$ cat src/rtl/panic_desc_gen.sv
// Builds one packet descriptor per RX packet: fields are taken from the parser on the first beat,
// the byte length is counted from tkeep, and the result is queued for the scheduler.
`ifndef PANIC_DESC_PRIO_SIZE
`define PANIC_DESC_PRIO_SIZE 8
`endif
`ifndef PANIC_DESC_CHAIN_SIZE
`define PANIC_DESC_CHAIN_SIZE 8
`endif
`ifndef PANIC_DESC_TIME_SIZE
`define PANIC_DESC_TIME_SIZE 16
`endif
`ifndef PANIC_DESC_LEN_SIZE
`define PANIC_DESC_LEN_SIZE 16
`endif
`ifndef PANIC_DESC_FLOW_SIZE
`define PANIC_DESC_FLOW_SIZE 16
`endif

module panic_desc_gen #(
  parameter int DATA_WIDTH = 256,
  parameter int KEEP_WIDTH = DATA_WIDTH / 8,
  parameter int FIFO_DEPTH = 8
) (
  input  logic                              clk,
  input  logic                              rst,
  input  logic [KEEP_WIDTH-1:0]             s_axis_tkeep,
  input  logic                              s_axis_tvalid,
  input  logic                              s_axis_tready,
  input  logic                              s_axis_tlast,
  input  logic [`PANIC_DESC_PRIO_SIZE-1:0]  s_desc_prio,
  input  logic [`PANIC_DESC_CHAIN_SIZE-1:0] s_desc_chain,
  input  logic [`PANIC_DESC_TIME_SIZE-1:0]  s_desc_time,
  input  logic [`PANIC_DESC_LEN_SIZE-1:0]   s_desc_pk_len,
  input  logic [`PANIC_DESC_FLOW_SIZE-1:0]  s_desc_flow_id,
  output logic [`PANIC_DESC_PRIO_SIZE-1:0]  m_desc_prio,
  output logic [`PANIC_DESC_CHAIN_SIZE-1:0] m_desc_chain,
  output logic [`PANIC_DESC_TIME_SIZE-1:0]  m_desc_time,
  output logic [`PANIC_DESC_LEN_SIZE-1:0]   m_desc_pk_len,
  output logic [`PANIC_DESC_FLOW_SIZE-1:0]  m_desc_flow_id,
  output logic                              m_desc_valid,
  input  logic                              m_desc_ready,
  output logic [$clog2(FIFO_DEPTH):0]       fifo_level,
  output logic [15:0]                       drop_count,
  output logic [15:0]                       mismatch_count,
  output logic                              dbg_state
);
  localparam int LW = `PANIC_DESC_LEN_SIZE;
  localparam int AW = $clog2(FIFO_DEPTH);

  typedef struct packed {
    logic [`PANIC_DESC_PRIO_SIZE-1:0]  prio;
    logic [`PANIC_DESC_CHAIN_SIZE-1:0] chain;
    logic [`PANIC_DESC_TIME_SIZE-1:0]  time_v;
    logic [`PANIC_DESC_FLOW_SIZE-1:0]  flow_id;
    logic [LW-1:0]                     pk_len;
  } desc_t;

  typedef enum logic {ST_SOP = 1'b0, ST_MID = 1'b1} state_t;

  // Handshake: the tapped stream moves one beat when tvalid && tready; the descriptor
  // port transfers its head when m_desc_valid && m_desc_ready.
  state_t state, state_nxt;
  logic   beat, sop_beat, commit;

  desc_t         cap;
  logic [LW-1:0] byte_cnt;
  logic [LW-1:0] keep_cnt;
  logic [LW:0]   sum;
  logic [LW-1:0] cur_len;
  desc_t         entry;
  logic [LW-1:0] ref_len;

  desc_t         mem [FIFO_DEPTH];
  logic [AW:0]   wr_ptr, rd_ptr;
  logic          full, empty, pop, push_ok, drop;
  desc_t         head;

  assign beat = s_axis_tvalid && s_axis_tready;

  always_ff @(posedge clk) begin
    if (rst) state <= ST_SOP;
    else     state <= state_nxt;
  end

  always_comb begin
    state_nxt = state;
    if (beat) state_nxt = s_axis_tlast ? ST_SOP : ST_MID;
  end

  always_comb begin
    sop_beat = beat && (state == ST_SOP);
    commit   = beat && s_axis_tlast;
  end

  assign dbg_state = (state == ST_MID);

  always_comb begin
    keep_cnt = '0;
    for (int i = 0; i < KEEP_WIDTH; i++) keep_cnt = keep_cnt + LW'(s_axis_tkeep[i]);
  end

  // Length saturates rather than wraps so oversize packets still register as mismatches.
  always_comb begin
    sum     = {1'b0, byte_cnt} + {1'b0, keep_cnt};
    cur_len = sop_beat ? keep_cnt : (sum[LW] ? '1 : sum[LW-1:0]);
    if (sop_beat) begin
      entry.prio    = s_desc_prio;
      entry.chain   = s_desc_chain;
      entry.time_v  = s_desc_time;
      entry.flow_id = s_desc_flow_id;
      ref_len       = s_desc_pk_len;
    end else begin
      entry.prio    = cap.prio;
      entry.chain   = cap.chain;
      entry.time_v  = cap.time_v;
      entry.flow_id = cap.flow_id;
      ref_len       = cap.pk_len;
    end
    entry.pk_len = cur_len;
  end

  always_ff @(posedge clk) begin
    if (rst) begin
      cap      <= '0;
      byte_cnt <= '0;
    end else begin
      if (sop_beat) begin
        cap.prio    <= s_desc_prio;
        cap.chain   <= s_desc_chain;
        cap.time_v  <= s_desc_time;
        cap.flow_id <= s_desc_flow_id;
        cap.pk_len  <= s_desc_pk_len;
      end
      if (beat) byte_cnt <= cur_len;
    end
  end

  assign empty   = (wr_ptr == rd_ptr);
  assign full    = (wr_ptr[AW] != rd_ptr[AW]) && (wr_ptr[AW-1:0] == rd_ptr[AW-1:0]);
  assign pop     = !empty && m_desc_ready;
  assign push_ok = commit && (!full || pop);
  assign drop    = commit && !push_ok;

  always_ff @(posedge clk) begin
    if (push_ok) mem[wr_ptr[AW-1:0]] <= entry;
  end

  always_ff @(posedge clk) begin
    if (rst) begin
      wr_ptr         <= '0;
      rd_ptr         <= '0;
      drop_count     <= '0;
      mismatch_count <= '0;
    end else begin
      if (push_ok) wr_ptr <= wr_ptr + 1'b1;
      if (pop)     rd_ptr <= rd_ptr + 1'b1;
      if (drop && drop_count != 16'hFFFF) drop_count <= drop_count + 16'd1;
      if (commit && (cur_len != ref_len) && mismatch_count != 16'hFFFF)
        mismatch_count <= mismatch_count + 16'd1;
    end
  end

  // Fields read as zero while empty so stale FIFO contents never leak out.
  assign head           = mem[rd_ptr[AW-1:0]];
  assign m_desc_valid   = !empty;
  assign fifo_level     = wr_ptr - rd_ptr;
  assign m_desc_prio    = m_desc_valid ? head.prio    : '0;
  assign m_desc_chain   = m_desc_valid ? head.chain   : '0;
  assign m_desc_time    = m_desc_valid ? head.time_v  : '0;
  assign m_desc_flow_id = m_desc_valid ? head.flow_id : '0;
  assign m_desc_pk_len  = m_desc_valid ? head.pk_len  : '0;

endmodule

$ cat config.mk
export PLATFORM = sky130hd
export DESIGN_NAME = panic_desc_gen
export DESIGN_NICKNAME = d
export VERILOG_FILES = /design/src/rtl/panic_desc_gen.sv
export SDC_FILE = /design/constraint.sdc
export NUM_CORES = 1
export LEC_CHECK = 0
export CAP_MARGIN = 25
export CORE_MARGIN = 1.5
export CORE_UTILIZATION = 43
export CTS_BUF_LIST = sky130_fd_sc_hd__clkbuf_4 sky130_fd_sc_hd__clkbuf_8 sky130_fd_sc_hd__clkbuf_16
export DETAILED_ROUTE_END_ITERATION = 8
export PLACE_DENSITY = 0.59
export SYNTH_ARGS = -nofsm -noshare
export SYNTH_HDL_FRONTEND = slang
export SYNTH_SLANG_ARGS = --single-unit
$ cat constraint.sdc
create_clock -name clk -period 9.8 [get_ports clk]
set_clock_uncertainty 0.1 [all_clocks]
set_input_delay 1.47 -clock clk [delete_from_list [all_inputs] [get_ports clk]]
set_output_delay 1.47 -clock clk [all_outputs]
set_load 0.01 [all_outputs]
==> qor.yml <==
cts:
  path_clk_slew_ps: 50
  hold_buffers: 0
  cts_max_path_buffers: 3
  cts_tree: "done"
  h-tree-depth: 3
  worstSkewPairLatency_ps: 590
  root_buffer: "clkbuf_16"
  cts_buffers: 67
  cts.sinks: 636
  cts_setup_buffers: 0
  cts_resized: 0
sta:
  final.min_clock_period_ps: 8980
  max_freq_ghz: 0.1114
  maxSlewHeadroom: 0.3400
  fin_crit_sh: 0.9163
  hold_viol_final: 0
  rsz0062_at_grt: "no"
  drv_slew: 0
  tightest_slew_ps: 990.0
  tns_ps: 0
  finalSetupViolations: 0
worst_setup_path:
  cp.arrival_ps: 9380
  max_stage_delay_ps: 560
  cp_common_cell: "fa_1"
  worst-path-max-fanout: 17
  critPathLaunchType: "primary input"
  crit_buf_inv: 6
  required_ps: 10200
  crit_type: "in -> reg"
  critPathSlowestCell: "fa_1"
  critPathCaptureType: "flop"
  critical-path-top-delay-family: "adder cells"
logic_synthesis:
  syn-cell-area_um2: 26640
  synth_seq_cells: 636
  yosys.area_share.simple: 0.08108
  synth_top_area_cell: "edfxtp_1"
  syn_avg_cell_area_um2: 15.16
  synthTopCellsByArea: "edfxtp_1 58%, mux4_2 11%, dfxtp_1 9.3%"
  seq_area_frac_synth: 0.6704
  ys_warn_count: 0
  synth_fa_ha_area_frac: 0.02894
  synth_top_family_by_area: "multiplexers"
  ys_async_sr_fraction: 0
  synth-edff-count: 512
  synth_top_area_share: 0.5772
  yosys.cell_count.top_type: "edfxtp_1"
  synth_common_cells: "512 x edfxtp_1, 236 x nand2_1, 128 x mux4_2, 128 x nor2_1, 124 x dfxtp_1"
  syn_nets: 1905
  synth_compound_gate_area_share: 0.04214
  synth_mux_area_frac: 0.1392
  synth_cell_types: 75
  synthXorXnorAreaFrac: 0.01442
  synth_cells: 1757
  synth-main-ff-cell: "edfxtp_1"
finish:
  multi_input_area_um2: 8207
  synthToLayoutAreaGrowth_pct: 19.55
  drive_gt1_frac: 0.1485
  fill_cells: 5073
  fin_nets: 2115
  fin_util: 0.5179
  seqCellArea_um2: 17870
die:
  io_pins: 204
  num_rows: 91
  die_area_um2: 63450
  die_y_um: 251.9
  coreArea_um2: 61480
  start_util: 0.4332
  die_w_um: 251.9
routing:
  route.detailed.drc: 0
  vias: 15242
  ant_nets: 0
  totalWireLength_mm: 59.89
  first_iter_violations: 964
  wl_per_cell_um: 21.31
  dr.pass1.iters: 5
  vias_per_cell: 5.422
global_route:
  grt_first_pass_wirelength_mm: 92.18
  overflow: 0
  grt_max_degree: 68
  grt_usage: 0.1920
  antenna_found_initial: 1
  grt_pass1_vias: 15906
min_path:
  min_path_type: "reg -> reg"
placement:
  io_buffers: 203
  gp_congestion: 0.8636
  dpl.hpwl_mm: 34.65
run_status:
  status: "finished clean"
pwr:
  internal_power_mw: 5.603
  p_leak_nw: 10.72
  power_frac_comb: 0.270
  p_seq_frac: 0.410
  p_sw_frac: 0.2916
  clkPwrFrac: 0.320
  power.switching_mw: 2.307
  vdd_ir_drop_max_mv: 0.2654
  pwr_density_cell_nw_per_um2: 248.4
run:
  maxCapViolCount: 0
==> sequential cells by signal (all words and copies together), names as in the netlist, named ones only <==
register,flops
wr_ptr,4
mismatch_count,16
dbg_state,1
mem,512
cap,64
drop_count,16
byte_cnt,16
rd_ptr,4
==> power by group through the flow <==
stage / Sequential (mW) / Clock, mW / Combinational [mW]
3_3_place_gp: 3.30 / 0 / 2.09
2_1_floorplan: 3.28 / 0 / 1.54
4_1_cts: 3.25 / 2.59 / 2.14
3_5_place_dp: 3.30 / 0 / 2.12
5_1_grt: 3.25 / 2.70 / 2.37
6_report: 3.24 / 2.53 / 2.13
==> per-stage QoR <==
stage	worst slack (ps)	power, mW	cell area [µm²]	cells	hold WS (ps)
after global placement	394.8	5.389	29550	2686	350.2
after floorplan	1262	4.822	26640	1757	340.6
final	819.9	7.909	31840	2811	361.5
after global routing	405.4	8.318	31840	2811	377.3
after CTS	822.4	7.974	31840	2810	362.1
after detailed placement	246.4	5.426	29610	2688	354.4
==> worst min-delay path: cells and delay by family, from the launching register on <==
family | cells | cell delay (ps)
AOI/OAI and AO/OA | 1 | 50
DFF | 1 | 310
and+or+nand+nor | 1 | 50
==> worst paths after layout <==
| check | startpoint | endpoint | slack [ps] | cells past startpoint |
|---|---|---|---|---|
| hold / removal | byte_cnt[4] | byte_cnt[4] | 360 | 2 |
| hold reg to reg | byte_cnt[4] | byte_cnt[4] | 360 | 2 |
| setup reg to reg | byte_cnt[0] | mismatch_count[5] | 5740 | 14 |
| setup / recovery | s_axis_tkeep[0] | mismatch_count[5] | 820 | 28 |
==> metal layers <==
layer,vias to the layer above,track usage,wire (µm)
li1,7031,-,-
met2,318,0.3268,30380
met5,-,0,0
met3,78,0.03415,2722
met4,0,0.05372,1004
met1,7815,0.2538,25780
==> cell families after synthesis <==
| kind of cell | Yosys count |
|---|---|
| compound gates | 182 |
| xor+xnor | 39 |
| fa+ha+maj | 46 |
| buf+inv | 159 |
| flops | 636 |
| mux | 209 |
| simple gates | 486 |
==> cell usage in the layout (no fill, tap or decap), drive strengths merged, types with 26 or more instances in the layout <==
cell	n
inv	75
a21oi	108
nand3	28
mux2i	79
mux4	128
dfxtp	124
fa	26
nor2	130
buf	27
clkbuf	87
nand2	236
clkdlybuf4s50	202
edfxtp	512
==> layout make-up <==
cell class | count | area share
multi-input combinational | 962 | 0.2577
tap | 790 | 0.03104
antenna | 1 | 0.00007859
inverter | 71 | 0.008369
timing repair buffer | 229 | 0.07151
clock inverter | 35 | 0.01159
sequential | 636 | 0.5611
clock buffer | 87 | 0.05855
Note: power is estimated with default switching activity, not from simulation.
